[src/rtl/period_meter.sv]
// Measures the period and high time of a slow asynchronous input in clk_in cycles.
// A saturating counter aborts the measurement into OVF instead of wrapping.
module period_meter #(
    parameter int CNT_WIDTH   = 16,
    parameter int SYNC_STAGES = 2
) (
    input  logic                 clk_in,
    input  logic                 rst,
    input  logic                 sig_in,
    output logic [CNT_WIDTH-1:0] period_out,
    output logic [CNT_WIDTH-1:0] high_out,
    output logic                 valid,
    output logic                 overflow
);

    typedef enum logic [1:0] {IDLE, MEASURE, OVF} state_t;

    localparam logic [CNT_WIDTH-1:0] CNT_MAX = '1;
    localparam logic [CNT_WIDTH-1:0] CNT_ONE = {{(CNT_WIDTH-1){1'b0}}, 1'b1};

    logic [SYNC_STAGES-1:0] sync_q;
    logic                   prev_q;
    logic                   s, rise, fall;

    state_t                 state_q, state_d;
    logic [CNT_WIDTH-1:0]   cnt_q, cnt_d;
    logic [CNT_WIDTH-1:0]   hi_q, hi_d;
    logic [CNT_WIDTH-1:0]   period_q, period_d;
    logic [CNT_WIDTH-1:0]   high_q, high_d;
    logic                   valid_q, valid_d;
    logic                   ovf_q, ovf_d;

    assign s    = sync_q[SYNC_STAGES-1];
    assign rise = s & ~prev_q;
    assign fall = ~s & prev_q;

    always_ff @(posedge clk_in or posedge rst) begin
        if (rst) begin
            sync_q <= '0;
            prev_q <= 1'b0;
        end else begin
            sync_q <= {sync_q[SYNC_STAGES-2:0], sig_in};
            prev_q <= s;
        end
    end

    always_comb begin
        state_d  = state_q;
        cnt_d    = cnt_q;
        hi_d     = hi_q;
        period_d = period_q;
        high_d   = high_q;
        valid_d  = 1'b0;
        ovf_d    = ovf_q;
        case (state_q)
            IDLE: begin
                if (rise) begin
                    cnt_d   = CNT_ONE;
                    state_d = MEASURE;
                end
            end
            MEASURE: begin
                // rise and fall are mutually exclusive, so the fall capture never races the strobe
                if (fall) hi_d = cnt_q;
                if (rise) begin
                    period_d = cnt_q;
                    high_d   = hi_q;
                    valid_d  = 1'b1;
                    ovf_d    = 1'b0;
                    cnt_d    = CNT_ONE;
                end else if (cnt_q == CNT_MAX) begin
                    state_d = OVF;
                    ovf_d   = 1'b1;
                end else begin
                    cnt_d = cnt_q + CNT_ONE;
                end
            end
            OVF: begin
                if (rise) begin
                    cnt_d   = CNT_ONE;
                    state_d = MEASURE;
                end
            end
            default: state_d = IDLE;
        endcase
    end

    always_ff @(posedge clk_in or posedge rst) begin
        if (rst) begin
            state_q  <= IDLE;
            cnt_q    <= '0;
            hi_q     <= '0;
            period_q <= '0;
            high_q   <= '0;
            valid_q  <= 1'b0;
            ovf_q    <= 1'b0;
        end else begin
            state_q  <= state_d;
            cnt_q    <= cnt_d;
            hi_q     <= hi_d;
            period_q <= period_d;
            high_q   <= high_d;
            valid_q  <= valid_d;
            ovf_q    <= ovf_d;
        end
    end

    assign period_out = period_q;
    assign high_out   = high_q;
    assign valid      = valid_q;
    assign overflow   = ovf_q;

endmodule

[config.mk]
export PLATFORM = sky130hd
export DESIGN_NAME = period_meter
export DESIGN_NICKNAME = d
export VERILOG_FILES = /design/src/rtl/period_meter.sv
export SDC_FILE = /design/constraint.sdc
export NUM_CORES = 1
export LEC_CHECK = 0
export ABC_AREA = 0
export CAP_MARGIN = 20
export CORE_ASPECT_RATIO = 0.7
export CORE_UTILIZATION = 40
export DETAILED_ROUTE_END_ITERATION = 16
export PLACE_DENSITY_LB_ADDON = 0.12
export SETUP_SLACK_MARGIN = 0.1
export SYNTH_ARGS = -nofsm -noshare
export SYNTH_HDL_FRONTEND = slang
export SYNTH_SLANG_ARGS = --single-unit
[constraint.sdc]
create_clock -name clk_in -period 2.1 [get_ports clk_in]
set_input_delay 0.42 -clock clk_in [delete_from_list [all_inputs] [get_ports clk_in]]
set_output_delay 0.42 -clock clk_in [all_outputs]
set_load 0.01 [all_outputs]
# Word level (Yosys, flattened, before mapping)
# Index checks and enable logic that the tools add are counted.
[totals]
reg_bits = 71
input_bits = 3
[op_classes]
n_bitwise = 4
muxes = 12
add_sub_neg = 1
n_eq_ne = 7
reduce_logical = 9
[op_table]
columns = ["operator", "n"]
rows = [
  ["2-to-1 mux 16 bit", 3],
  ["case mux 16 bit (2 select lines)", 1],
  ["adder 16 x 1 -> 16 bit, second input constant", 1],
  ["equality test 16 bit, second input constant", 1],
  ["2-to-1 mux 2 bit", 3],
  ["AND reduction 2 bit", 3],
  ["AND reduction 3 bit", 2],
  ["2-to-1 mux 1 bit", 4],
  ["inequality test 2 bit, second input constant", 2],
  ["case mux 2 bit (2 select lines)", 1],
  ["nonzero test 2 bit", 2],
  ["inequality test 3 bit, second input constant", 1],
  ["AND 1 bit", 2],
  ["equality test 2 x 1 -> 1 bit, second input constant", 1],
  ["equality test 2 bit, second input constant", 1],
  ["zero test 2 bit", 1],
  ["inequality test 2 x 1 -> 1 bit, second input constant", 1],
  ["NOT 1 bit", 2],
  ["OR reduction 2 bit", 1],
]

# Depth between registers and ports, before layout
# Gate-level depths: netlist (run 1).
[depth]
depth_word = 4
depth_mapped = 6

# Worst setup path before layout (run 1)
# OpenSTA, ideal clock, no wires.
[synth_path]
kind = "reg2reg"
startpoint = "register prev_q"
endpoint = "register high_q[10], in the netlist high_out[10]"
setup_slack_ns = 0.542
arrival_ns = 1.433
n_path_buf = 2
path_stages_with_launch = 6
t_required_ns = 1.975
cell_sequence = "dfrtp_1 nand2b_1 buf_6 nor2_2 buf_4 mux2_2"
[synth_between]
elab_chain_len = 3
[synth_lines]
columns = ["element", "line_no", "text"]
rows = [
  ["start: declaration", "22", "logic prev_q;"],
  ["start signal: assignment", "43", "prev_q <= s;"],
  ["NOT 1 bit", "34", "assign rise = s & ~prev_q;"],
  ["AND 1 bit", "34", ""],
  ["AND reduction 2 bit (no source line)", "-", ""],
  ["end signal: assignment", "102", "high_q <= high_d;"],
  ["end: declaration", "29", "logic [CNT_WIDTH-1:0] high_q, high_d;"],
]
# No other way between the ends.
# A chain may end at the register's enable or synchronous reset.

# Worst setup path after layout (run 1)
[layout_path]
startpoint = "register cnt_q[0]"
endpoint = "register cnt_q[7]"
[layout_between]
elab_chain_len = 4
word_cells_on_any_way = 7
cone_classes = "1 x add/sub; 2 x eq/ne; 3 x mux; 1 x reduce/logical"
[layout_lines]
columns = ["element", "line_no", "text"]
rows = [
  ["start: declaration", "26", "logic [CNT_WIDTH-1:0] cnt_q, cnt_d;"],
  ["start signal: assignment", "99", "cnt_q <= cnt_d;"],
  ["adder 16 x 1 -> 16 bit", "75", "cnt_d = cnt_q + CNT_ONE;"],
  ["2-to-1 mux 16 bit", "71", "end else if (cnt_q == CNT_MAX) begin"],
  ["2-to-1 mux 16 bit", "65", "if (rise) begin"],
  ["case mux 16 bit (2 select lines)", "55", "case (state_q)"],
]
# Several ways; a longest one is shown, not always the timed one. The select of a mux whose other input is x is not followed.

==> results of run 1 <==
layout make-up:
class / count / area (sq um)
fill: 674 / 3580
sequential: 71 / 1780
multi-input combinational: 143 / 1280
timing repair buffer: 43 / 450
clock buffer: 13 / 260
tap: 98 / 123
inverter: 8 / 33.8
clock inverter: 3 / 17.5
stage by stage:
stage / instances / hold slack (ps)
after global placement: 363 / 361
after global routing: 379 / 369
after detailed placement: 363 / 346
final: 379 / 360
after floorplan: 235 / 331
after CTS: 379 / 365
logic make-up (layout without fill, tap and decap cells):
logic type / after synthesis / after routing / share of synthesized area, %
flops: 71 / 71 / 55.7
fa+ha+maj: 1 / 1 / 0.392
mux: 51 / 51 / 17.9
simple gates: 53 / 53 / 11.8
buf+inv: 21 / 67 / 4.36
compound gates: 38 / 38 / 9.85
sequential cells by signal, indices dropped and copies added, names as in the netlist:
name	count
cnt_q	16
hi_q	16
high_out	16
period_out	16
state_q	2
sync_q	2
overflow	1
prev_q	1
valid	1
worst max-delay path by stage:
stage | slack, ps | endpoint | depth (start not counted)
after floorplan | 540 | high_out[10]$_DFFE_PP0P_ | 5
after CTS | 280 | cnt_q[13]$_DFFE_PP0P_ | 4
final | 260 | cnt_q[7]$_DFFE_PP0P_ | 5
after detailed placement | 310 | cnt_q[8]$_DFFE_PP0P_ | 5
after global routing | 130 | cnt_q[8]$_DFFE_PP0P_ | 5
after global placement | 320 | cnt_q[0]$_DFFE_PP0P_ | 4
placed cells by master (no fill, tap or decap), drive strengths merged, types with 3 or more instances in the layout:
master,n
a211o,3
a211oi,4
a221oi,3
a22o,6
and3,6
and4,5
buf,7
clkbuf,13
clkdlybuf4s50,36
dfrtp,71
inv,7
mux2,48
mux2i,3
nand2,7
nand3,7
nand4,7
nor2,7
nor3,3
o211ai,6
o21ai,6
routing by layer:
metal	GRT usage, %	vias up
li1	-	970
met1	25.7	1034
met2	21.6	75
met3	5.95	7
met4	6.22	0
met5	0	-
power groups by stage:
stage	Sequential (mW)	Combinational, mW	Clock, mW
after floorplan	1.67	0.369	0
after global placement	1.69	0.612	0
after detailed placement	1.69	0.607	0
after CTS	1.66	0.614	1.43
after global routing	1.69	0.663	1.48
final	1.66	0.607	1.39
critical path, cell delays in order (launching register included):
cell	delay, ps
sky130_fd_sc_hd__dfrtp_1	450
sky130_fd_sc_hd__ha_1	260
sky130_fd_sc_hd__nand3_2	180
sky130_fd_sc_hd__nor3_4	430
sky130_fd_sc_hd__a211oi_4	180
sky130_fd_sc_hd__a22o_1	240
==> impl_summary.log, run 1 <==
INFO  metric outcome = completed
INFO  metric power_leakage = 1.78 nW
INFO  metric timing.fmax = 0.545 GHz
INFO  metric setup_ws = between 200 and 300 ps
INFO  metric clockBufferDepth = 2
INFO  metric worstReg2RegEnd = cnt_q[7]$_DFFE_PP0P_
INFO  metric post-place-ws = 311 ps
INFO  metric synth-edff-count = 0
INFO  metric topRoutingLayerUsed = met4
INFO  metric routedLengthMet1 = 3.14 mm
INFO  metric globalRouteTotalUtil = 16.9%
INFO  metric grt_max_degree = 72
INFO  metric cts_root_buf = sky130_fd_sc_hd__clkbuf_16
INFO  metric swShare = 25.6%
INFO  metric ys_seq_elements = slightly above 70
INFO  metric ctsHoldBuffers = 0
INFO  metric critPathArrivalTime = approximately 2100 ps
INFO  metric grt_setup_unrepaired = false
INFO  metric synthMostInstantiatedCell = sky130_fd_sc_hd__dfrtp_1
INFO  metric yosys.cell_types.count = 49
INFO  metric regToRegStartpoint = cnt_q[0]$_DFFE_PP0P_
INFO  metric drt_wl_total = 6.35 mm
INFO  metric yosys_most_used_dff = sky130_fd_sc_hd__dfrtp_1
INFO  metric reg2regPathDepth = 5
INFO  metric timing.hold.worst.start = sync_q[0]$_DFF_PP0_
INFO  metric sinks_on_clock_net = 71
INFO  metric max_slew_headroom = 68.2%
INFO  metric async_flop_share = 100%
INFO  metric clock_tree.htree_level_count = 3
INFO  metric final_antenna_net_count = 0
INFO  metric synth.top_cells.by_area = sky130_fd_sc_hd__dfrtp_1 (56%), sky130_fd_sc_hd__mux2_2 (17%), sky130_fd_sc_hd__a22o_1 (1.6%), sky130_fd_sc_hd__buf_6 (1.4%), sky130_fd_sc_hd__o211ai_1 (1.4%)
INFO  metric netlist_area = 3190 sq um
INFO  metric timing.clock.skew = 6.10 ps
INFO  metric boundaryPins = 37
INFO  metric gp_congestion = 0.889
INFO  metric post-cts-setup-buffers = 0
INFO  metric finalCoreUtilization = 52.4%
INFO  metric synth-warning-count = 0
INFO  metric vdd.ir_drop.worst = 0.726 mV
INFO  metric area_delta_synth_final = 23.5%
INFO  metric crit_path_end_kind = flip-flop
INFO  metric critical_path_maximum_fanout = 8
INFO  metric drtIter0Drc = 178
INFO  metric total_switching_power = ~0.94 mW
INFO  metric grt_antenna_before_repair = 0
INFO  metric totalNegativeSetupSlack = 0 ps
INFO  metric dpl-instance-area = 3660 sq um
INFO  metric number_of_setup_violations_in_the_final_report = 0
INFO  metric worst_ep_required_time = around 2300 ps
INFO  metric post_cts.resized_instances = 0
INFO  metric initial_utilization = 42.4%
INFO  metric drt_drc_violations_left = 0
INFO  metric route.met2.wl = 2.68 mm
INFO  metric drive_gt1_share = between 30% and 40%
INFO  metric power.density_cell_area = 930 nW/um^2
INFO  metric synth_sequential_area_ratio = a little under three fifths
INFO  metric most_common_library_cells_after_synthesis = sky130_fd_sc_hd__dfrtp_1 (71), sky130_fd_sc_hd__mux2_2 (48), sky130_fd_sc_hd__inv_1 (7), sky130_fd_sc_hd__nand2_1 (7), sky130_fd_sc_hd__nand4_1 (7)
INFO  metric first_pass_drt_iterations = 4
INFO  metric drt-vias-per-instance = 5.50
INFO  metric power_total = 3.66 mW
INFO  metric pwr-share-seq = 45.4%
INFO  metric first_global_vias = 2082
INFO  metric holdPathStages = 0
INFO  metric synth_nets = 239
INFO  metric dpl.hpwl = 4.05 mm
INFO  metric wl_met3 = about 470 um
INFO  metric design.die.area = between 8000 and 9000 sq um
INFO  metric die-height = about 77 um
INFO  metric timing.final.crit_share = approximately 87%
INFO  metric setup.worst_path.class = reg2reg
INFO  metric stdcell_area = 3940 sq um
INFO  metric core.rowCount = 26
INFO  metric clk_transition_reported_paths = 50 ps
INFO  metric transition_time_of_the_tightest_slew_check_pin = between 400 and 500 ps
INFO  metric power.clock.fraction = 38.0%
INFO  metric clock_latency = 330 ps
INFO  metric layout.nets = 280
INFO  metric synth.avg_cell_area = 13.6 sq um
INFO  metric maxcap_viol_count = 0
INFO  metric tritoncts = done
INFO  metric post_drt_wl_per_cell = 16.8 um
INFO  metric overflow = 0
INFO  metric place.port_buffers = 36
INFO  metric share_comb_of_total_power = between 15 and 20%
INFO  metric global_route_wire_length_before_repair = 10.7 mm
INFO  metric r2r_slack = approximately 260 ps
INFO  metric worst_hold_path.endpoint = sync_q[1]$_DFF_PP0_
INFO  metric postSynthCellCount = 235
INFO  metric cts_inserted_buffers = 9
INFO  metric final.min_clock_period = 1840 ps
INFO  metric timing_max_transition_violations_final = 0
INFO  metric core_area = 7510 sq um
INFO  metric power_report.internal_total = 2.72 mW
INFO  metric crit_start = cnt_q[0]$_DFFE_PP0P_
INFO  metric synth_top_area_share = a little under three fifths
INFO  metric total_number_of_vias = 2086
INFO  metric yosys.area.top_type = sky130_fd_sc_hd__dfrtp_1
INFO  metric die_width = 109 um
INFO  metric antenna_diode_count = 0
INFO  metric final_hold_viol_count = 0
INFO  metric holdCritPathClass = reg2reg
INFO  metric startpoint_type = flip-flop
(Power assumes the default switching activity.)
==> run 2, diff against run 1 <==
CTS_CLUSTER_SIZE = 10   (was unset)
==> results of run 2 <==
The final DEF is identical to that of run 1; final timing and power are the same.
